## config.mk

```make
export PLATFORM = sky130hd
export DESIGN_NAME = sweep_ctrl
export DESIGN_NICKNAME = d
export VERILOG_FILES = /design/src/rtl/sweep_ctrl.sv
export SDC_FILE = /design/constraint.sdc
export NUM_CORES = 1
export LEC_CHECK = 0
export BUFFER_PORTS_ARGS = -buffer_cell sky130_fd_sc_hd__clkbuf_2
export CORE_MARGIN = 2
export CORE_UTILIZATION = 45
export CTS_CLUSTER_DIAMETER = 60
export DETAILED_ROUTE_END_ITERATION = 12
export HOLD_SLACK_MARGIN = 0.12
export PLACE_DENSITY = 0.66
export SYNTH_ARGS = -nofsm -noshare
export SYNTH_HDL_FRONTEND = slang
export SYNTH_SLANG_ARGS = --single-unit
```

## constraint.sdc

```tcl
create_clock -name clk -period 3.73 [get_ports clk]
set_input_delay 0.1865 -clock clk [delete_from_list [all_inputs] [get_ports clk]]
set_output_delay 0.1865 -clock clk [all_outputs]
set_load 0.02 [all_outputs]
```

## src/rtl/sweep_ctrl.sv

```systemverilog
// Sequencer for an up/down counter: runs a triangular sweep between latched
// bounds lo..hi for a programmed number of round trips, or until stopped.
module sweep_ctrl #(
    parameter int W  = 17,
    parameter int TW = 8
) (
    input  logic          clk,
    input  logic          rst,
    input  logic          start,
    input  logic          stop,
    input  logic [W-1:0]  lo,
    input  logic [W-1:0]  hi,
    input  logic [TW-1:0] sweeps,
    input  logic [W-1:0]  cnt,
    output logic          cnt_en,
    output logic          cnt_dir,
    output logic          cnt_zero,
    output logic          busy,
    output logic          done,
    output logic          err,
    output logic [TW-1:0] trips
);

    localparam logic [2:0] S_IDLE  = 3'd0;
    localparam logic [2:0] S_CLEAR = 3'd1;
    localparam logic [2:0] S_SEEK  = 3'd2;
    localparam logic [2:0] S_UP    = 3'd3;
    localparam logic [2:0] S_DOWN  = 3'd4;
    localparam logic [2:0] S_DONE  = 3'd5;

    localparam logic [W-1:0] ONE_W = {{(W-1){1'b0}}, 1'b1};

    logic [2:0]    state_r;
    logic [W-1:0]  lo_r;
    logic [W-1:0]  hi_r;
    logic [TW-1:0] sweeps_r;
    logic [TW-1:0] trips_r;
    logic          cnt_en_r;
    logic          cnt_dir_r;
    logic          cnt_zero_r;
    logic          busy_r;
    logic          done_r;
    logic          err_r;

    logic [2:0]    state_nxt_s;
    logic          latch_s;
    logic          err_s;
    logic          trip_inc_s;
    logic [TW:0]   trips_p1_s;
    logic [TW-1:0] trips_sat_s;
    logic          last_trip_s;
    logic          en_nxt_s;
    logic          dir_nxt_s;
    logic          zero_nxt_s;

    // Trip arithmetic: saturating increment and final-trip detection
    always_comb begin
        trips_p1_s  = {1'b0, trips_r} + {{TW{1'b0}}, 1'b1};
        trips_sat_s = trips_p1_s[TW] ? trips_r : trips_p1_s[TW-1:0];
        last_trip_s = (sweeps_r != {TW{1'b0}}) && (trips_p1_s == {1'b0, sweeps_r});
    end

    // Next-state logic; the counter moves on the same edge as the state
    always_comb begin
        state_nxt_s = state_r;
        latch_s     = 1'b0;
        err_s       = 1'b0;
        trip_inc_s  = 1'b0;
        case (state_r)
            S_IDLE: begin
                if (start && !stop) begin
                    if (lo < hi) begin
                        state_nxt_s = S_CLEAR;
                        latch_s     = 1'b1;
                    end else begin
                        err_s = 1'b1;
                    end
                end else begin
                    state_nxt_s = S_IDLE;
                end
            end
            S_CLEAR: begin
                if (stop) begin
                    state_nxt_s = S_IDLE;
                end else if (lo_r != {W{1'b0}}) begin
                    state_nxt_s = S_SEEK;
                end else begin
                    state_nxt_s = S_UP;
                end
            end
            S_SEEK: begin
                if (stop) begin
                    state_nxt_s = S_IDLE;
                end else if (cnt == lo_r - ONE_W) begin
                    state_nxt_s = S_UP;
                end else begin
                    state_nxt_s = S_SEEK;
                end
            end
            S_UP: begin
                if (stop) begin
                    state_nxt_s = S_IDLE;
                end else if (cnt == hi_r - ONE_W) begin
                    state_nxt_s = S_DOWN;
                end else begin
                    state_nxt_s = S_UP;
                end
            end
            S_DOWN: begin
                if (stop) begin
                    state_nxt_s = S_IDLE;
                end else if (cnt == lo_r + ONE_W) begin
                    trip_inc_s  = 1'b1;
                    state_nxt_s = last_trip_s ? S_DONE : S_UP;
                end else begin
                    state_nxt_s = S_DOWN;
                end
            end
            S_DONE: begin
                state_nxt_s = S_IDLE;
            end
            default: begin
                state_nxt_s = S_IDLE;
            end
        endcase
    end

    // Counter-control decode of the upcoming state so the outputs leave a flop
    always_comb begin
        en_nxt_s   = 1'b0;
        dir_nxt_s  = 1'b0;
        zero_nxt_s = 1'b0;
        case (state_nxt_s)
            S_CLEAR: zero_nxt_s = 1'b1;
            S_SEEK: begin
                en_nxt_s  = 1'b1;
                dir_nxt_s = 1'b1;
            end
            S_UP: begin
                en_nxt_s  = 1'b1;
                dir_nxt_s = 1'b1;
            end
            S_DOWN: en_nxt_s = 1'b1;
            default: begin
                en_nxt_s   = 1'b0;
                dir_nxt_s  = 1'b0;
                zero_nxt_s = 1'b0;
            end
        endcase
    end

    // State, latched run parameters, trip counter and registered outputs
    always_ff @(posedge clk) begin
        if (!rst) begin
            state_r    <= S_IDLE;
            lo_r       <= {W{1'b0}};
            hi_r       <= {W{1'b0}};
            sweeps_r   <= {TW{1'b0}};
            trips_r    <= {TW{1'b0}};
            cnt_en_r   <= 1'b0;
            cnt_dir_r  <= 1'b0;
            cnt_zero_r <= 1'b0;
            busy_r     <= 1'b0;
            done_r     <= 1'b0;
            err_r      <= 1'b0;
        end else begin
            state_r <= state_nxt_s;
            if (latch_s) begin
                lo_r     <= lo;
                hi_r     <= hi;
                sweeps_r <= sweeps;
                trips_r  <= {TW{1'b0}};
            end else if (trip_inc_s) begin
                trips_r <= trips_sat_s;
            end
            cnt_en_r   <= en_nxt_s;
            cnt_dir_r  <= dir_nxt_s;
            cnt_zero_r <= zero_nxt_s;
            busy_r     <= (state_nxt_s != S_IDLE);
            done_r     <= (state_nxt_s == S_DONE);
            err_r      <= err_s;
        end
    end

    assign cnt_en   = cnt_en_r;
    assign cnt_dir  = cnt_dir_r;
    assign cnt_zero = cnt_zero_r;
    assign busy     = busy_r;
    assign done     = done_r;
    assign err      = err_r;
    assign trips    = trips_r;

endmodule

```

==> impl_metrics.tcl <==
set metrics [dict create \
    hold_path_end "lo_r[3]" \
    power_frac_clock 0.336 \
    via_per_inst 5.78 \
    cts_sinks 59 \
    cts_max_level 3 \
    die_h_um 106 \
    pre_cts_ws_ns 0.569 \
    synth.distinct_cells 76 \
    synth_warnings 0 \
    critPathKind "register to register" \
    fin_skew_ns 0.00726 \
    synthMuxAreaShare 0.0797 \
    crit_path_start_kind "register" \
    worst_pin_slew_ns 0.747 \
    grt_pass1_wl_mm 22.4 \
    port-buffer-count 76 \
    cts_buffers 9 \
    hold_path.startpoint "lo[3]" \
    fin_nets 750 \
    ys_seq_area_frac 0.252 \
    cp-end-kind "register" \
    path_cells "inv_1, ha_1, or4b_4, nor4_1, xnor2_1, nand3_1, or4_1, o311ai_2, or3_1, o21ai_1" \
    fin_setup_tns_ns 0 \
    synth.avg_cell_area_um2 7.94 \
    cts_root_buf "clkbuf_8" \
    initial_utilization 0.457 \
    overflow 0 \
    min_period_over_period 0.859 \
    rrSetupSlack_ns 0.53 \
    synth_fa_ha_area_frac 0.0535 \
    place_area_mm2 0.00509 \
    ys.flop_type "dfxtp_1" \
    fin_area_mm2 0.00552 \
    cp_data_arrival_time_ns 3.42 \
    drive_above_1_share 0.175 \
    routed_wl_mm 13.5 \
    grt_max_degree 44 \
    die_w_um 106 \
    reg2regPathDepth 10 \
    drtPass1Iterations 5 \
    coreArea_mm2 0.0102 \
    synth_top_family_by_area "simple AND/OR/NAND/NOR gates" \
    slowest_delay_ns 0.56 \
    stdcell_count 806 \
    path_buf_inv 1 \
    vdd_drop_max_mv 0.170 \
    first_iter_violations 365 \
    clk_pin_slew_ns 0.07 \
    synthSimpleGateAreaFrac 0.306 \
    drc 0 \
    slowest_stage "or4b_4" \
    internal_power_mw 1.24 \
    combinationalPowerShare 0.278 \
    powerDensity_mw_per_mm2 329 \
    setup_slack_ns 0.525 \
    hold_depth 3 \
    postRouteAntennaNets 0 \
    cts_tree "yes" \
    mostFrequentLayoutCells "nor2_1 (91), clkbuf_2 (76), dfxtp_1 (59)" \
    setup_viol 0 \
    maxSlewHeadroom 0.489 \
    cap_violations 0 \
    worstReg2RegEnd "cnt_en" \
    cp.required_ns 3.95 \
    synth_compound_area_frac 0.131 \
    clk_latency_ns 0.35 \
    placedCellCount 769 \
    switching_share 0.320 \
    clock_path_buffers 2 \
    min_period_ns 3.20 \
    syn-num-nets 672 \
    cp_top_family "simple AND/OR/NAND/NOR gates" \
    synthesis.area_mm2 0.00468 \
    final_common_cell "nor2_1" \
    first_global_vias 4471 \
    hp-class "input port to register" \
    place.gp.congestion 0.963 \
    die_area_mm2 0.0112 \
    critPathLaunch "lo_r[0]" \
    ios 77 \
    power_frac_seq 0.386 \
    synth_seq_cells 59 \
    final_hold_viol_count 0 \
    antenna_found_initial 0 \
    rr_startpoint "lo_r[0]" \
    syn_inst 589 \
    synth_xor_area_frac 0.114 \
    status "complete, no violations" \
    vias 4656 \
    num_rows 37 \
    routedWlPerCell_um 16.7 \
    track_usage 0.251 \
    rsz0062_at_grt "false" \
    areaGrowthSynthToFinish_pct 18.1 \
    maxSlewViolCount 0 \
    post-cts-setup-buffer-count 0 \
    cp_max_fo 11 \
    diodes 0 \
    synth_enable_flop_cells 0 \
    hpwl_mm 10.3 \
    fmax_mhz 312 \
    synthArstFlopShare 0 \
    power.leakage_nw 2.55 \
    net-switching-power_mw 0.581 \
]
-- flip-flops by register name, indices dropped and copies added, names as in the netlist --
register,cells
cnt_en,1
busy,1
sweeps_r,8
state_r,3
cnt_dir,1
lo_r,17
err,1
trips,8
hi_r,17
done,1
cnt_zero,1
-- power by group through the flow --
| stage | logic, mW | registers, mW | clock network, mW |
|---|---|---|---|
| after floorplan | 0.370 | 0.689 | 0 |
| after global placement | 0.463 | 0.713 | 0 |
| after detailed placement | 0.479 | 0.715 | 0 |
| after CTS | 0.499 | 0.700 | 0.620 |
| after global routing | 0.559 | 0.706 | 0.645 |
| final | 0.506 | 0.701 | 0.611 |
-- worst max-delay path by stage --
stage	to	slack [ns]	cells after the start
3_3_place_gp	cnt_en	0.57	9
6_report	cnt_en	0.53	10
3_5_place_dp	cnt_en	0.57	9
4_1_cts	cnt_en	0.55	9
5_1_grt	done	0.35	9
2_1_floorplan	cnt_en	1.00	11
-- worst reg2reg max path: stages, from the launching register on --
cell and delay [ns]:
dfxtp_1 0.48, inv_1 0.13, ha_1 0.30, or4b_4 0.57, nor4_1 0.34, xnor2_1 0.18
nand3_1 0.09, or4_1 0.45, o311ai_2 0.30, or3_1 0.17, o21ai_1 0.06
-- cell usage after synthesis, drive strengths merged (6+ instances only) --
master / instances / area [µm²]
a21oi: 29 / 145
buf: 19 / 110
clkbuf: 16 / 60.1
dfxtp: 59 / 1180
ha: 20 / 250
inv: 32 / 120
mux2i: 35 / 350
nand2: 24 / 90.1
nand3: 33 / 165
nand4: 15 / 115
nor2: 92 / 348
nor2b: 6 / 40.0
nor3: 22 / 131
nor4: 15 / 136
o21ai: 12 / 60.1
xnor2: 31 / 287
xor2: 28 / 245
-- routing by layer --
metal / GRT usage / share of wire
met1: 0.345 / 0.46
met2: 0.399 / 0.46
met3: 0.0374 / 0.063
met4: 0.0893 / 0.018
met5: 0 / 0
-- stage by stage --
stage,power (mW),utilization,hold WS (ns)
final,1.82,0.540,0.125
after CTS,1.82,0.540,0.125
after floorplan,1.06,-,0.307
after global placement,1.18,0.498,0.418
after global routing,1.91,0.540,0.147
after detailed placement,1.19,0.498,0.430
-- layout make-up --
cell class	instances	area [µm²]
Multi-Input combinational cell	462	3210
Clock buffer	12	165
Inverter	33	124
Fill cell	977	4710
Clock inverter	2	35.0
Timing Repair Buffer	102	633
Tap cell	136	170
Sequential cell	59	1180
-- timing repair --
item,CTS,global route
hold endpoints to repair,23,0
hold buffers,23,0
resized for setup,0,0
-- logic make-up (layout without fill, tap and decap cells) --
| kind of cell | Yosys count | after routing |
|---|---|---|
| fa+ha+maj | 20 | 20 |
| buf+inv | 68 | 149 |
| compound gates | 90 | 90 |
| flops | 59 | 59 |
| xor+xnor | 59 | 59 |
| mux | 37 | 37 |
| simple gates | 256 | 256 |
Note: power is estimated with default switching activity, not from simulation.
